$ cat config.mk
export PLATFORM = sky130hd
export DESIGN_NAME = ripple_rate_meter
export DESIGN_NICKNAME = d
export VERILOG_FILES = /design/src/rtl/ripple_rate_meter.sv
export SDC_FILE = /design/constraint.sdc
export NUM_CORES = 1
export LEC_CHECK = 0
export BUFFER_PORTS_ARGS = -buffer_cell sky130_fd_sc_hd__buf_4
export CORE_MARGIN = 2
export CORE_UTILIZATION = 35
export DETAILED_ROUTE_END_ITERATION = 16
export MAX_ROUTING_LAYER = met4
export PLACE_DENSITY = 0.57
export SYNTH_ARGS = -nofsm -noshare
export SYNTH_HDL_FRONTEND = slang
export SYNTH_SLANG_ARGS = --single-unit
$ cat constraint.sdc
create_clock -name clk -period 5.4 [get_ports clk]
set_clock_uncertainty 0.05 [all_clocks]
set_input_delay 0.81 -clock clk [delete_from_list [all_inputs] [get_ports clk]]
set_output_delay 0.81 -clock clk [all_outputs]
set_load 0.01 [all_outputs]
$ cat src/rtl/ripple_rate_meter.sv
// ============================================================================
// ripple_rate_meter : synchronises a free-running ripple counter, measures
//                     events per gate window, delivers them on valid/ready
// Revision: 1.0
// ============================================================================
`default_nettype none

module ripple_rate_meter #(
    parameter int WIDTH       = 12,
    parameter int GATE_CYCLES = 1000,
    parameter int STABLE_N    = 2,
    parameter int SETTLE_MAX  = 15
) (
    input  logic             clk,
    input  logic             reset,
    input  logic [WIDTH-1:0] cnt_in,
    input  logic             enable,
    input  logic             clear_flags,
    output logic [WIDTH-1:0] rate,
    output logic             rate_valid,
    input  logic             rate_ready,
    output logic             unstable,
    output logic             overrun
);

    localparam int c_GATE_W   = $clog2(GATE_CYCLES);
    localparam int c_SETTLE_W = $clog2(SETTLE_MAX + 1);
    localparam int c_STAB_W   = $clog2(STABLE_N + 1);

    typedef enum logic [1:0] {
        S_IDLE        = 2'd0,
        S_SETTLE_BASE = 2'd1,
        S_GATE        = 2'd2,
        S_SETTLE_END  = 2'd3
    } state_t;

    state_t                  state_q;
    logic [WIDTH-1:0]        sync1_q;
    logic [WIDTH-1:0]        sync_q;
    logic [WIDTH-1:0]        sync_prev_q;
    logic [c_STAB_W-1:0]     stab_q;
    logic [c_STAB_W-1:0]     stab_d;
    logic [c_SETTLE_W-1:0]   settle_tmr_q;
    logic [c_GATE_W-1:0]     gate_tmr_q;
    logic [WIDTH-1:0]        base_q;
    logic [WIDTH-1:0]        rate_q;
    logic                    valid_q;
    logic                    unstable_q;
    logic                    overrun_q;

    logic                    w_in_settle;
    logic                    w_settled;
    logic                    w_timeout;
    logic                    w_capture;
    logic                    w_emit;
    logic                    w_load;
    logic                    w_set_unstable;
    logic                    w_set_overrun;
    logic                    w_gate_done;
    logic [WIDTH-1:0]        w_delta;

    // The stability count tracks the pair that will be visible as
    // sync_q/sync_prev_q after this edge, so "settled" always vouches for
    // the exact value that gets captured.
    always_comb begin
        stab_d = '0;
        if (sync1_q == sync_q) begin
            if (stab_q == c_STAB_W'(STABLE_N)) begin
                stab_d = stab_q;
            end else begin
                stab_d = stab_q + 1'b1;
            end
        end
    end

    assign w_in_settle    = (state_q == S_SETTLE_BASE) || (state_q == S_SETTLE_END);
    assign w_settled      = (stab_q >= c_STAB_W'(STABLE_N));
    assign w_timeout      = (settle_tmr_q >= c_SETTLE_W'(SETTLE_MAX - 1));
    assign w_capture      = w_in_settle && enable && (w_settled || w_timeout);
    assign w_emit         = w_capture && (state_q == S_SETTLE_END);
    assign w_load         = w_emit && (!valid_q || rate_ready);
    assign w_set_unstable = w_capture && !w_settled;
    assign w_set_overrun  = w_emit && valid_q && !rate_ready;
    assign w_gate_done    = (gate_tmr_q == c_GATE_W'(GATE_CYCLES - 1));
    assign w_delta        = sync_q - base_q;

    always_ff @(posedge clk or negedge reset) begin
        if (!reset) begin
            sync1_q     <= '0;
            sync_q      <= '0;
            sync_prev_q <= '0;
            stab_q      <= '0;
        end else begin
            sync1_q     <= cnt_in;
            sync_q      <= sync1_q;
            sync_prev_q <= sync_q;
            stab_q      <= stab_d;
        end
    end

    // Settle timer only runs inside a settle state; saturates so a long
    // stay (enable glitch races) can never wrap back to "not timed out".
    always_ff @(posedge clk or negedge reset) begin
        if (!reset) begin
            settle_tmr_q <= '0;
        end else if (w_in_settle) begin
            if (settle_tmr_q != c_SETTLE_W'(SETTLE_MAX)) begin
                settle_tmr_q <= settle_tmr_q + 1'b1;
            end
        end else begin
            settle_tmr_q <= '0;
        end
    end

    always_ff @(posedge clk or negedge reset) begin
        if (!reset) begin
            state_q    <= S_IDLE;
            gate_tmr_q <= '0;
            base_q     <= '0;
            rate_q     <= '0;
            valid_q    <= 1'b0;
            unstable_q <= 1'b0;
            overrun_q  <= 1'b0;
        end else begin
            if (w_set_unstable) begin
                unstable_q <= 1'b1;
            end else if (clear_flags) begin
                unstable_q <= 1'b0;
            end

            if (w_set_overrun) begin
                overrun_q <= 1'b1;
            end else if (clear_flags) begin
                overrun_q <= 1'b0;
            end

            if (w_load) begin
                rate_q  <= w_delta;
                valid_q <= 1'b1;
            end else if (valid_q && rate_ready) begin
                valid_q <= 1'b0;
            end

            case (state_q)
                S_IDLE: begin
                    if (enable) begin
                        state_q <= S_SETTLE_BASE;
                    end
                end
                S_SETTLE_BASE, S_SETTLE_END: begin
                    if (!enable) begin
                        state_q <= S_IDLE;
                    end else if (w_capture) begin
                        base_q     <= sync_q;
                        gate_tmr_q <= '0;
                        state_q    <= S_GATE;
                    end
                end
                S_GATE: begin
                    if (!enable) begin
                        state_q <= S_IDLE;
                    end else if (w_gate_done) begin
                        state_q <= S_SETTLE_END;
                    end else begin
                        gate_tmr_q <= gate_tmr_q + 1'b1;
                    end
                end
                default: begin
                    state_q <= S_IDLE;
                end
            endcase
        end
    end

    assign rate       = rate_q;
    assign rate_valid = valid_q;
    assign unstable   = unstable_q;
    assign overrun    = overrun_q;

endmodule

`default_nettype wire
Word-level counts from Yosys, hierarchy flattened
Cells that the tools add are included.

word-level totals
  input port bits = 17
  word-level logic and storage cells = 76
  output and inout bits = 15
  bits in registers = 69

operators by class
  $lt $le $gt $ge = 2
  eq/ne operators = 16
  muxes and demuxes = 20
  add/sub/neg operators = 4
  reduce and logical (&&, ||, !) cells = 23

operator list
  kind                     count
  $mux W10                 4
  $pmux W10 S2             1
  $mux W2                  7
  $eq A12 B12 Y1           1
  $ne A2 B2 Y1 const B     6
  $sub A12 B12 Y12         1
  $add A10 B1 Y10 const B  1
  $eq A10 B10 Y1 const B   1
  $logic_and A1 B1 Y1      8
  $mux W4                  2
  $reduce_bool A2 Y1       4
  $eq A2 B2 Y1 const B     3
  $ne A3 B3 Y1 const B     2
  $pmux W2 S3              1
  $reduce_and A3 Y1        2
  $mux W1                  5
  $reduce_and A5 Y1        1
  $add A4 B1 Y4 const B    1
  $ge A4 B4 Y1 const B     1
  $ne A4 B4 Y1 const B     1
  $logic_not A1 Y1         3
  $logic_or A1 B1 Y1       3
  $add A2 B1 Y2 const B    1
  $eq A2 B1 Y1 const B     1
  other kinds (4)          4

Depth between registers and ports, before layout
  word-level depth = 8
  mapped depth = 9
  mapped depth without buffers = 9

Least setup slack after synthesis
Ideal clock, no wire load.

  path type = reg-to-reg
  start point = register sync_q[1]
  end point = register rate_q[11], in the netlist rate[11]
  arrival = 1.850 ns
  buffers on the path = 0
  cell stages (with the launch flop) = 8
  clock period less this slack = 1.968 ns
  path slack = 3.432 ns
  setup time = 0.068 ns
  required time = 5.282 ns
  cells stage by stage = dfrtp_1 ha_1 nor2b_1 o2111ai_1 a31oi_1 or2_2 a2111o_1 nand3_1

between the ends
  word-level cells in the longest chain between the ends = 1

ends and longest elaborated chain
  what                    RTL line  RTL
  from (decl)             39        logic [WIDTH-1:0] sync_q;
  from (signal assigned)  95        sync_q <= sync1_q;
  $sub A12 B12 Y12        85        assign w_delta = sync_q - base_q;
  to (signal assigned)    138       rate_q <= w_delta;
  to (decl)               46        logic [WIDTH-1:0] rate_q;

Every way passes these cells.
A chain may end at the register's enable or synchronous reset.

Worst setup path in the final report
  start point = register settle_tmr_q[0]
  end point = register rate_q[11], in the netlist rate[11]

between the ends
  word-level cells in the longest chain between the ends = 5

ends and longest elaborated chain
  what                    RTL line  RTL
  from (decl)             43        logic [c_SETTLE_W-1:0] settle_tmr_q;
  from (signal assigned)  108       settle_tmr_q <= settle_tmr_q + 1'b1;
  $ge A4 B4 Y1            78        assign w_timeout = (settle_tmr_q >= c_SETTLE_W'(SETTLE_MAX - 1));
  $logic_or A1 B1 Y1      79        assign w_capture = w_in_settle && enable && (w_settled || w_timeout);
  $logic_and A1 B1 Y1     79
  $logic_and A1 B1 Y1     80        assign w_emit = w_capture && (state_q == S_SETTLE_END);
  $logic_and A1 B1 Y1     81        assign w_load = w_emit && (!valid_q || rate_ready);

Every way passes these cells.

==> qor.csv <==
stage,metric,value,unit
floorplan,num_rows,34,
synthesis,syn_inst,299,
critical_path,r2r_cells,7,
clocking,cts_sinks,69,
layout,drive_above_1_share,15.20,%
routing,firstDrtPassIters,4,
clocking,hold_buffers,0,
placed_design,io_buffers,31,
routing,postRouteAntennaNets,0,
floorplan,start_util,36.06,%
synthesis,yosysWarnings,0,
timing,grt_setup_unrepaired,false,
critical_path,rr_endpoint,rate[11],
pwr,p_leak,1.791,nW
routing,drt_iter0_drc,52,
status,outcome,"finished, final reports clean",
layout,fin_nets,370,
job,drv_cap,0,
floorplan,core,8678,um^2
timing,clock.fmax,417.2,MHz
clocking,clock_latency,0.35,ns
timing,final_max_slew_viol_count,0,
synthesis,synth.avg_cell_area,10.47,um^2
min_path,hold_path_depth,0,
timing,worstMarginPinSlew,0.8494,ns
clocking,htreeDepth,3,
timing,slew_headroom,43.37,%
synthesis,synth_top_area_share,55.18,%
critical_path,crit_fanout,26,
min_path,hp-class,flip-flop to flip-flop,
timing,period_minus_slack,2.397,ns
clocking,cts_tree,built,
synthesis,synth_seq_cells,69,
layout,diodes,0,
synthesis,netlist_area,3129,um^2
clocking,clk_pin_slew,0.08,ns
synthesis,ys_top_cells_by_area,"dfrtp_1, ha_1, xor2_1, o21ai_0, nand2_1",
min_path,hold_path_end,sync_q[11],
pwr,p_per_area,302.2,nW/um^2
synthesis,syn_nets,332,
routing,avgRoutedWirePerCell,12.58,um
clocking,cts_root_buf,clkbuf_8,
critical_path,crit_required,5.64,ns
critical_path,r2r_slack,3.00,ns
floorplan,die_h,98.56,um
global_routing,grt_overflow,0,
clocking,cts_buffer_depth,2,
synthesis,yosysMostFrequentCell,dfrtp_1,
synthesis,synth_ff_type,dfrtp_1,
placed_design,hpwlAfterDp,4.014,mm
critical_path,worst_r2r_startpoint,settle_tmr_q[0],
critical_path,worstSetupPathType,flip-flop to flip-flop,
timing,hold_viol_final,0,
critical_path,start_kind,flip-flop,
routing,drc,0,
clocking,ctsResizeCount,0,
routing,via_count,2120,
global_routing,grt_usage,13.61,%
timing,fin_crit_sh,44.39,%
routing,vias_per_cell,4.711,
placed_design,placed_area,3486,um^2
floorplan,die_w,98.56,um
routing,finalWirelength,5.660,mm
clocking,cts_setup_buffers,0,
layout,area_growth,18.83,%
clocking,cts_buffers,9,
timing,fin_tns_setup,0,ns
floorplan,ios,32,
timing,timing.hold.ws,0.3438,ns
layout,fillers,861,
placed_design,place.gp.congestion,0.8345,
global_routing,grt_max_degree,70,
pwr,vdd_ir_drop_max,144.0,uV
synthesis,synth_edf_count,0,
global_routing,grt_pass1_wl,10.19,mm
layout,fin_area,3719,um^2
critical_path,cp_data_arrival_time,2.63,ns
global_routing,antenna_found_initial,0,
synthesis,synth_area_leader_cell,dfrtp_1,
synthesis,synth_common_cells,"dfrtp_1, nand2_1, o21ai_0",
critical_path,cp-end-kind,flip-flop,
global_routing,grt_pass1_vias,2183,
synthesis,async_flop_share,100.0,%
synthesis,ys_seq_area_share,55.18,%
timing,final-setup-viol-count,0,
floorplan,die-area,9713,um^2
synthesis,synth_cell_types,39,
min_path,holdCritStartpoint,sync1_q[11],
## layer usage
layer	vias up	global-route usage, %	part of all wire [%]
met3	13	3.830	3.6
met1	979	18.90	53
li1	1094	-	-
met5	-	-	0
met2	34	18.32	41
met4	0	6.533	2.3
## layout by cell type, fill, tap and decap left out, types with 2 or more instances in the layout
cell and instances:
dfrtp_1 69, a31oi_1 3, bufinv_16 2, xnor2_1 9, a21oi_1 9, clkinv_4 3, nor4_1 3, and2_1 2
buf_4 32, and3_1 3, nor2_1 21, clkbuf_8 10, o2111ai_1 2, inv_1 23, ha_1 15, nand3_1 15
xor2_1 21, nand2_1 36, nand2b_1 5, o21ai_0 29, nand4_1 2, o21ai_1 2, nor2b_1 3, a211oi_1 2
nor3_1 3
## area by class of cell
cell class              count  area [um^2]  share of cell area (%)
clock inverters             6        95.09                   2.557
multi-input cells         202         1297                   34.89
well taps                 108        135.1                   3.634
clock buffers              10        137.6                   3.701
inverters                  23        86.33                   2.322
flip-flops and latches     69         1727                   46.43
repair buffers             32        240.2                   6.460
## registers in the layout, summed over array words and instances (netlist names)
name          flops
stab_q            2
sync_q           12
rate_valid        1
overrun           1
rate             12
base_q           12
sync1_q          12
settle_tmr_q      4
state_q           2
unstable          1
gate_tmr_q       10
## metrics by stage
step           std cells  utilization, %  setup WS [ns]   power, W
3_5_place_dp         434           40.17          2.888  0.0006502
3_3_place_gp         434           40.17          2.939  0.0006486
5_1_grt              450           42.85          2.738   0.001182
4_1_cts              450           42.85          2.995   0.001142
2_1_floorplan        299               -          3.432  0.0006136
6_report             450           42.85          3.003   0.001124
## report_power, final
group | internal [W] | leakage, nW | switching [W]
combinational | 0.0000409 | 0.802 | 0.0000521
clock | 0.000276 | 0.117 | 0.000208
sequential | 0.000533 | 0.872 | 0.0000132
total | 0.000850 | 1.79 | 0.000274
## worst max-delay path by stage
stage	startpoint	cells after the start	slack, ns	endpoint
after floorplan	sync_q[1]	7	3.43	rate[11]
after global placement	enable	6	2.94	rate[11]
after detailed placement	enable	6	2.89	rate[11]
after CTS	settle_tmr_q[0]	7	3.00	rate[11]
after global routing	settle_tmr_q[0]	7	2.74	rate[11]
final	settle_tmr_q[0]	7	3.00	rate[11]
## critical path, stage by stage, from the launching register on
cell	delay (ns)
dfrtp_1	0.42
inv_1	0.07
ha_1	0.13
o211ai_1	0.15
a211oi_2	0.29
nand3_1	0.60
a2111o_1	0.53
nand3_1	0.08
## cell families (layout without fill, tap and decap cells)
group | count (synthesis) | after routing | synth area share (%)
compound gates | 57 | 57 | 11.52
simple gates | 99 | 99 | 14.91
buf+inv | 28 | 71 | 3.359
xor+xnor | 30 | 30 | 8.397
flops | 69 | 69 | 55.18
fa+ha+maj | 16 | 16 | 6.637
Note: power is estimated with default switching activity, not from simulation.
